$ cat config.mk
export PLATFORM = sky130hd
export DESIGN_NAME = multdiv_sequencer
export DESIGN_NICKNAME = d
export VERILOG_FILES = /design/src/rtl/multdiv_sequencer_pkg.sv /design/src/rtl/multdiv_sequencer_toggle_counter.sv /design/src/rtl/multdiv_sequencer.sv
export SDC_FILE = /design/constraint.sdc
export NUM_CORES = 1
export LEC_CHECK = 0
export ABC_AREA = 1
export CAP_MARGIN = 20
export CORE_ASPECT_RATIO = 0.9
export CORE_MARGIN = 5
export CORE_UTILIZATION = 40
export DETAILED_ROUTE_END_ITERATION = 8
export PLACE_DENSITY = 0.65
export SETUP_SLACK_MARGIN = 0.1
export SLEW_MARGIN = 20
export SYNTH_ARGS = -nofsm -noshare
export SYNTH_HDL_FRONTEND = slang
export SYNTH_SLANG_ARGS = --single-unit
$ cat constraint.sdc
create_clock -name clk -period 4.2 [get_ports clk]
set_clock_uncertainty 0.1 [all_clocks]
set_input_delay 0.42 -clock clk [delete_from_list [all_inputs] [get_ports clk]]
set_output_delay 0.42 -clock clk [all_outputs]
set_load 0.02 [all_outputs]
$ cat src/rtl/multdiv_sequencer_pkg.sv
// Shared types and constants for the multiply/divide cycle sequencer.
package multdiv_sequencer_pkg;

  typedef enum logic [1:0] {
    ST_IDLE = 2'd0,
    ST_LOAD = 2'd1,
    ST_RUN  = 2'd2,
    ST_DONE = 2'd3
  } state_e;

  localparam logic OP_MULT = 1'b0;
  localparam logic OP_DIV  = 1'b1;

  localparam int unsigned CNT_W_DEF       = 6;
  localparam int unsigned MULT_CYCLES_DEF = 32;
  localparam int unsigned DIV_CYCLES_DEF  = 32;

endpackage

$ cat src/rtl/multdiv_sequencer_toggle_counter.sv
// Synchronous toggle-cell counter: bit i flips when enabled and all lower bits are 1.
module multdiv_sequencer_toggle_counter #(
  parameter int unsigned CNT_W = 6
) (
  input  logic             clk,
  input  logic             rst,
  input  logic             clr_i,
  input  logic             en_i,
  output logic [CNT_W-1:0] count_o
);

  logic [CNT_W-1:0] cnt_q;
  logic [CNT_W-1:0] cnt_d;
  logic [CNT_W-1:0] tgl;

  // Per-bit toggle enable: AND of the enable and every lower bit.
  for (genvar i = 0; i < CNT_W; i++) begin : g_tgl
    if (i == 0) begin : g_lsb
      assign tgl[i] = en_i;
    end else begin : g_upper
      assign tgl[i] = en_i & (&cnt_q[i-1:0]);
    end
  end

  always_comb begin
    cnt_d = cnt_q ^ tgl;
    if (clr_i) begin
      cnt_d = '0;
    end
  end

  always_ff @(posedge clk) begin
    if (!rst) begin
      cnt_q <= '0;
    end else begin
      cnt_q <= cnt_d;
    end
  end

  assign count_o = cnt_q;

endmodule

$ cat src/rtl/multdiv_sequencer.sv
// Cycle-count controller for the iterative multiply/divide datapath.
module multdiv_sequencer
  import multdiv_sequencer_pkg::*;
#(
  parameter int unsigned CNT_W       = CNT_W_DEF,
  parameter int unsigned MULT_CYCLES = MULT_CYCLES_DEF,
  parameter int unsigned DIV_CYCLES  = DIV_CYCLES_DEF
) (
  input  logic             clk,
  input  logic             rst,
  input  logic             ctrl_mult,
  input  logic             ctrl_div,
  input  logic             divisor_zero,
  output logic             load_o,
  output logic             step_o,
  output logic             op_div_o,
  output logic [CNT_W-1:0] count_o,
  output logic             busy_o,
  output logic             result_rdy_o,
  output logic             exception_o
);

  localparam int unsigned MAX_CYCLES = (MULT_CYCLES > DIV_CYCLES) ? MULT_CYCLES : DIV_CYCLES;
  localparam logic [CNT_W-1:0] MULT_LAST = CNT_W'(MULT_CYCLES - 1);
  localparam logic [CNT_W-1:0] DIV_LAST  = CNT_W'(DIV_CYCLES - 1);

  // The counter must be able to represent N-1 without wrapping.
  if ((64'd1 << CNT_W) <= 64'(MAX_CYCLES)) begin : g_cnt_w_check
    $error("multdiv_sequencer: CNT_W too small for the configured cycle counts");
  end
  if (MULT_CYCLES == 0 || DIV_CYCLES == 0) begin : g_cycles_check
    $error("multdiv_sequencer: cycle counts must be non-zero");
  end

  state_e state_q, state_d;
  logic   op_div_q, op_div_d;
  logic   dz_q, dz_d;
  logic   load_q, load_d;
  logic   step_q, step_d;
  logic   busy_q, busy_d;
  logic   rdy_q, rdy_d;
  logic   exc_q, exc_d;
  logic   cnt_clr;
  logic   cnt_en;
  logic   start;
  logic [CNT_W-1:0] last_idx;
  logic [CNT_W-1:0] cnt;

  multdiv_sequencer_toggle_counter #(
    .CNT_W (CNT_W)
  ) u_toggle_counter (
    .clk     (clk),
    .rst     (rst),
    .clr_i   (cnt_clr),
    .en_i    (cnt_en),
    .count_o (cnt)
  );

  assign start    = ctrl_mult | ctrl_div;
  assign last_idx = (op_div_q == OP_DIV) ? DIV_LAST : MULT_LAST;

  // Next-state, operation latch and registered-output decode.
  always_comb begin
    state_d  = state_q;
    op_div_d = op_div_q;
    dz_d     = dz_q;
    cnt_clr  = 1'b0;
    cnt_en   = 1'b0;

    case (state_q)
      ST_IDLE: state_d = ST_IDLE;
      ST_LOAD: state_d = ((op_div_q == OP_DIV) && dz_q) ? ST_DONE : ST_RUN;
      ST_RUN: begin
        if (cnt == last_idx) begin
          state_d = ST_DONE;
        end else begin
          cnt_en = 1'b1;
        end
      end
      ST_DONE: state_d = ST_IDLE;
      default: state_d = ST_IDLE;
    endcase

    // A start pulse aborts whatever is in flight; multiply wins a tie.
    if (start) begin
      state_d  = ST_LOAD;
      cnt_clr  = 1'b1;
      cnt_en   = 1'b0;
      op_div_d = ctrl_mult ? OP_MULT : OP_DIV;
      dz_d     = ~ctrl_mult & divisor_zero;
    end

    load_d = (state_d == ST_LOAD);
    step_d = (state_d == ST_RUN);
    busy_d = load_d | step_d;
    rdy_d  = (state_d == ST_DONE);
    exc_d  = rdy_d & (op_div_d == OP_DIV) & dz_d;
  end

  always_ff @(posedge clk) begin
    if (!rst) begin
      state_q  <= ST_IDLE;
      op_div_q <= OP_MULT;
      dz_q     <= 1'b0;
      load_q   <= 1'b0;
      step_q   <= 1'b0;
      busy_q   <= 1'b0;
      rdy_q    <= 1'b0;
      exc_q    <= 1'b0;
    end else begin
      state_q  <= state_d;
      op_div_q <= op_div_d;
      dz_q     <= dz_d;
      load_q   <= load_d;
      step_q   <= step_d;
      busy_q   <= busy_d;
      rdy_q    <= rdy_d;
      exc_q    <= exc_d;
    end
  end

  assign load_o       = load_q;
  assign step_o       = step_q;
  assign op_div_o     = op_div_q;
  assign count_o      = cnt;
  assign busy_o       = busy_q;
  assign result_rdy_o = rdy_q;
  assign exception_o  = exc_q;

endmodule

==> key figures <==
Critical path
  – Startpoint-to-endpoint class of the critical path: flop to output port
  – Sort of element at the start of the critical path: flop
  – Data arrival, critical path: 1.31 ns
  – Buffers plus inverters on the worst setup path: 1
  – Capturing element type of the critical path: output port
  – CP max-delay cell: sky130_fd_sc_hd__clkdlybuf4s50_1
  – Largest fanout on the critical path: 4
  – Sequence of cells on the critical path: clkdlybuf4s50_1
  – Maximum cell stage delay along the critical path: 0.63 ns
  – Critical Path RT: 3.68 ns
  – CP delay by family, top: buffers and inverters

Cells and area
  – Post-layout utilization of the core: 55.3%
  – Sequential standard cell area: 300 sq um
  – Fraction of final layout cells sized beyond drive strength 1: 21.1%
  – Fillers: 157
  – Leading cell type in the layout, fill and taps excluded: sky130_fd_sc_hd__clkdlybuf4s50_1
  – Non-Filler Instances: 133
  – Footprint of the multi-input gates: 343 sq um
  – Commonest cells after routing, fill and taps aside: sky130_fd_sc_hd__clkdlybuf4s50_1, sky130_fd_sc_hd__inv_1, sky130_fd_sc_hd__dfxtp_1
  – # nets final: 121
  – Antenna cells: 0
  – Relative area change from synthesis to final layout: 30.2%

Routing
  – Drc violations: 0
  – Average vias per placed instance: 4.33
  – Final WL: 1190 um
  – Number of detailed-routing iterations run before antenna repair: 4
  – DRT iter0 DRCs: 7
  – Routed length per instance: 8.93 um
  – Count of nets left with antenna violations after detail routing: 0
  – Via count: 576

Pwr
  – Maximum VDD drop: 0.167 mV
  – Total power divided by cell area: 273 nW/um^2
  – Static leakage: 0.000430 uW
  – Overall power after layout: 257 uW

Clock network
  – Post-CTS setup repair buffer count: 0
  – Number of CTS-inserted buffers: 3
  – Clock Tree Buf Depth: 2
  – Clock tree from TritonCTS: yes
  – Number of gates given a new drive strength after cts: 0
  – H-tree Lvls: 1
  – Post-CTS clock slew at the launch and capture registers of the worst setup and hold paths: 0.09 ns
  – Hold buffer count at CTS: 0
  – Sinks on Clock Net: 15
  – Clock root cell: sky130_fd_sc_hd__clkbuf_4
  – Skew-Pair Late Insertion Delay: 0.28 ns

Placed design
  – Placement Setup Slack: 2.29 ns
  – Global placement routability congestion: 0.768
  – Half-perimeter wire length after detailed placement: 983 um
  – Total of buffers placed on input and output ports: 16
  – Total placed cells including tap cells: 129

Yosys
  – Synth Instances: 89
  – Dominant combinational cell family by area after synthesis: simple AND/OR/NAND/NOR gates
  – Adder-Cell Fraction of Synth Area: 10.4%
  – Netlist area before placement: 722 sq um
  – Sequential area share after synthesis: 41.6%
  – Synthesis Warnings: 0
  – Share of synthesized cell area in and, or, nand and nor gates: 31.5%
  – Compound-gate portion of the synthesized area: 4.33%
  – Mux share of post-synthesis cell area: 0%
  – Synth Net Count: 100
  – Xor and xnor area share after synthesis: 1.21%
  – #FFs+latches synth: 15
  – Syn avg cell area: 8.11 sq um
  – Number of distinct library cells after synthesis: 20

Floorplan
  – Starting density of the core: 42.5%
  – Die outline area: 2760 sq um
  – Boundary Pins: 17
  – Y dimension of the die: 50.3 um
  – Area inside the core boundary: 1700 sq um
  – Floorplan row count: 14
  – Die width: 54.8 um

STA
  – Measured slew at the worst slew-check pin: 0.232 ns
  – Final setup violating endpoints: 0
  – Final Max Slew Viols: 0
  – RSZ-0062 raised after global routing: no
  – Min cycle time layout: 1.83 ns
  – Achievable frequency: 0.548 GHz
  – Ratio of final minimum period to clock period: 43.5%
  – Final total negative setup slack: 0 ns
  – Final Hold Vio Count: 0
  – Relative max-transition margin: 84.4%
  – Crit path setup slack, layout: 2.37 ns

GRT
  – First-pass GRT wire length: 2240 um
  – Total global-route track usage: 11.4%
  – Antenna violations before repair: 0
  – Maximum number of pins on one net before global-route repair: 10
  – Via count of the first global-routing pass: 549
  – Global-route congestion overflow total: 0

Outcome
  – Run status: completed

Worst hold path
  – Worst hold path type: flop to flop

Job
  – Max capacitance violation total: 0
[power by group]
part           leakage (uW)  switching [uW]  internal (uW)
registers          0.000122            1.43            146
logic              0.000290            16.2           12.9
clock network     0.0000177            45.0           35.4
total              0.000430            62.6            194
[stage by stage]
step / hold slack, ns / instance area [sq um]
4_1_cts: 0.371 / 940
5_1_grt: 0.390 / 940
3_5_place_dp: 0.356 / 912
2_1_floorplan: 0.413 / 722
6_report: 0.366 / 940
3_3_place_gp: 0.351 / 912
[synthesized netlist by cell type]
cell type	instances	share of area [%]
sky130_fd_sc_hd__dfxtp_1	15	42
sky130_fd_sc_hd__inv_1	15	7.8
sky130_fd_sc_hd__nand2_1	13	6.8
sky130_fd_sc_hd__nor2_1	11	5.7
sky130_fd_sc_hd__ha_1	6	10
sky130_fd_sc_hd__inv_2	5	2.6
sky130_fd_sc_hd__nand2_2	4	3.5
sky130_fd_sc_hd__nand3_1	4	2.8
sky130_fd_sc_hd__nor2_4	3	4.7
sky130_fd_sc_hd__nand2_4	2	3.1
sky130_fd_sc_hd__nor2_2	2	1.7
sky130_fd_sc_hd__a21oi_1	1	0.69
sky130_fd_sc_hd__a21oi_2	1	1.2
sky130_fd_sc_hd__a31oi_2	1	1.7
sky130_fd_sc_hd__clkinv_1	1	0.52
sky130_fd_sc_hd__nand3_2	1	1.4
sky130_fd_sc_hd__nand3b_1	1	1.0
sky130_fd_sc_hd__nand4_1	1	0.87
sky130_fd_sc_hd__o21ai_0	1	0.69
sky130_fd_sc_hd__xnor2_1	1	1.2
[path summary, 6_finish.rpt]
| kind | from | to | slack [ns] | cells past startpoint |
|---|---|---|---|---|
| hold reg to reg | u_toggle_counter.count_o[3] | u_toggle_counter.count_o[3] | 0.37 | 2 |
| hold / removal | u_toggle_counter.count_o[3] | u_toggle_counter.count_o[3] | 0.37 | 2 |
| setup reg to reg | u_toggle_counter.count_o[0] | busy_o | 2.73 | 9 |
| setup / recovery | u_toggle_counter.count_o[5] | count_o[5] | 2.37 | 1 |
[worst min-delay path, cell delays in order (launching register included)]
cell and delay, ns:
sky130_fd_sc_hd__dfxtp_1 0.33, sky130_fd_sc_hd__inv_1 0.05, sky130_fd_sc_hd__a21oi_1 0.05
[logic make-up after synthesis]
kind of cell	after synthesis
simple gates	42
xor+xnor	1
flops	15
compound gates	4
fa+ha+maj	6
buf+inv	21
[layer usage]
metal	vias to the layer above	track usage [%]	part of all wire, %
li1	305	-	-
met1	255	14.1	47
met2	12	15.9	45
met3	4	3.85	5.8
met4	0	8.71	2.9
met5	-	0	0
[final cells by class]
| type | count | area share, % |
|---|---|---|
| tap | 24 | 3.20 |
| multi-input combinational | 53 | 36.5 |
| timing repair buffer | 16 | 17.0 |
| clock buffer | 3 | 2.40 |
| clock inverter | 1 | 0.533 |
| sequential | 15 | 32.0 |
| inverter | 21 | 8.39 |
[state kept, by name (all words and copies together), names as in the netlist]
signal,flops
load_o,1
busy_o,1
exception_o,1
op_div_o,1
dz_q,1
state_q,2
result_rdy_o,1
u_toggle_counter.count_o,6
step_o,1
No activity file was read; power rests on OpenSTA's default activity.
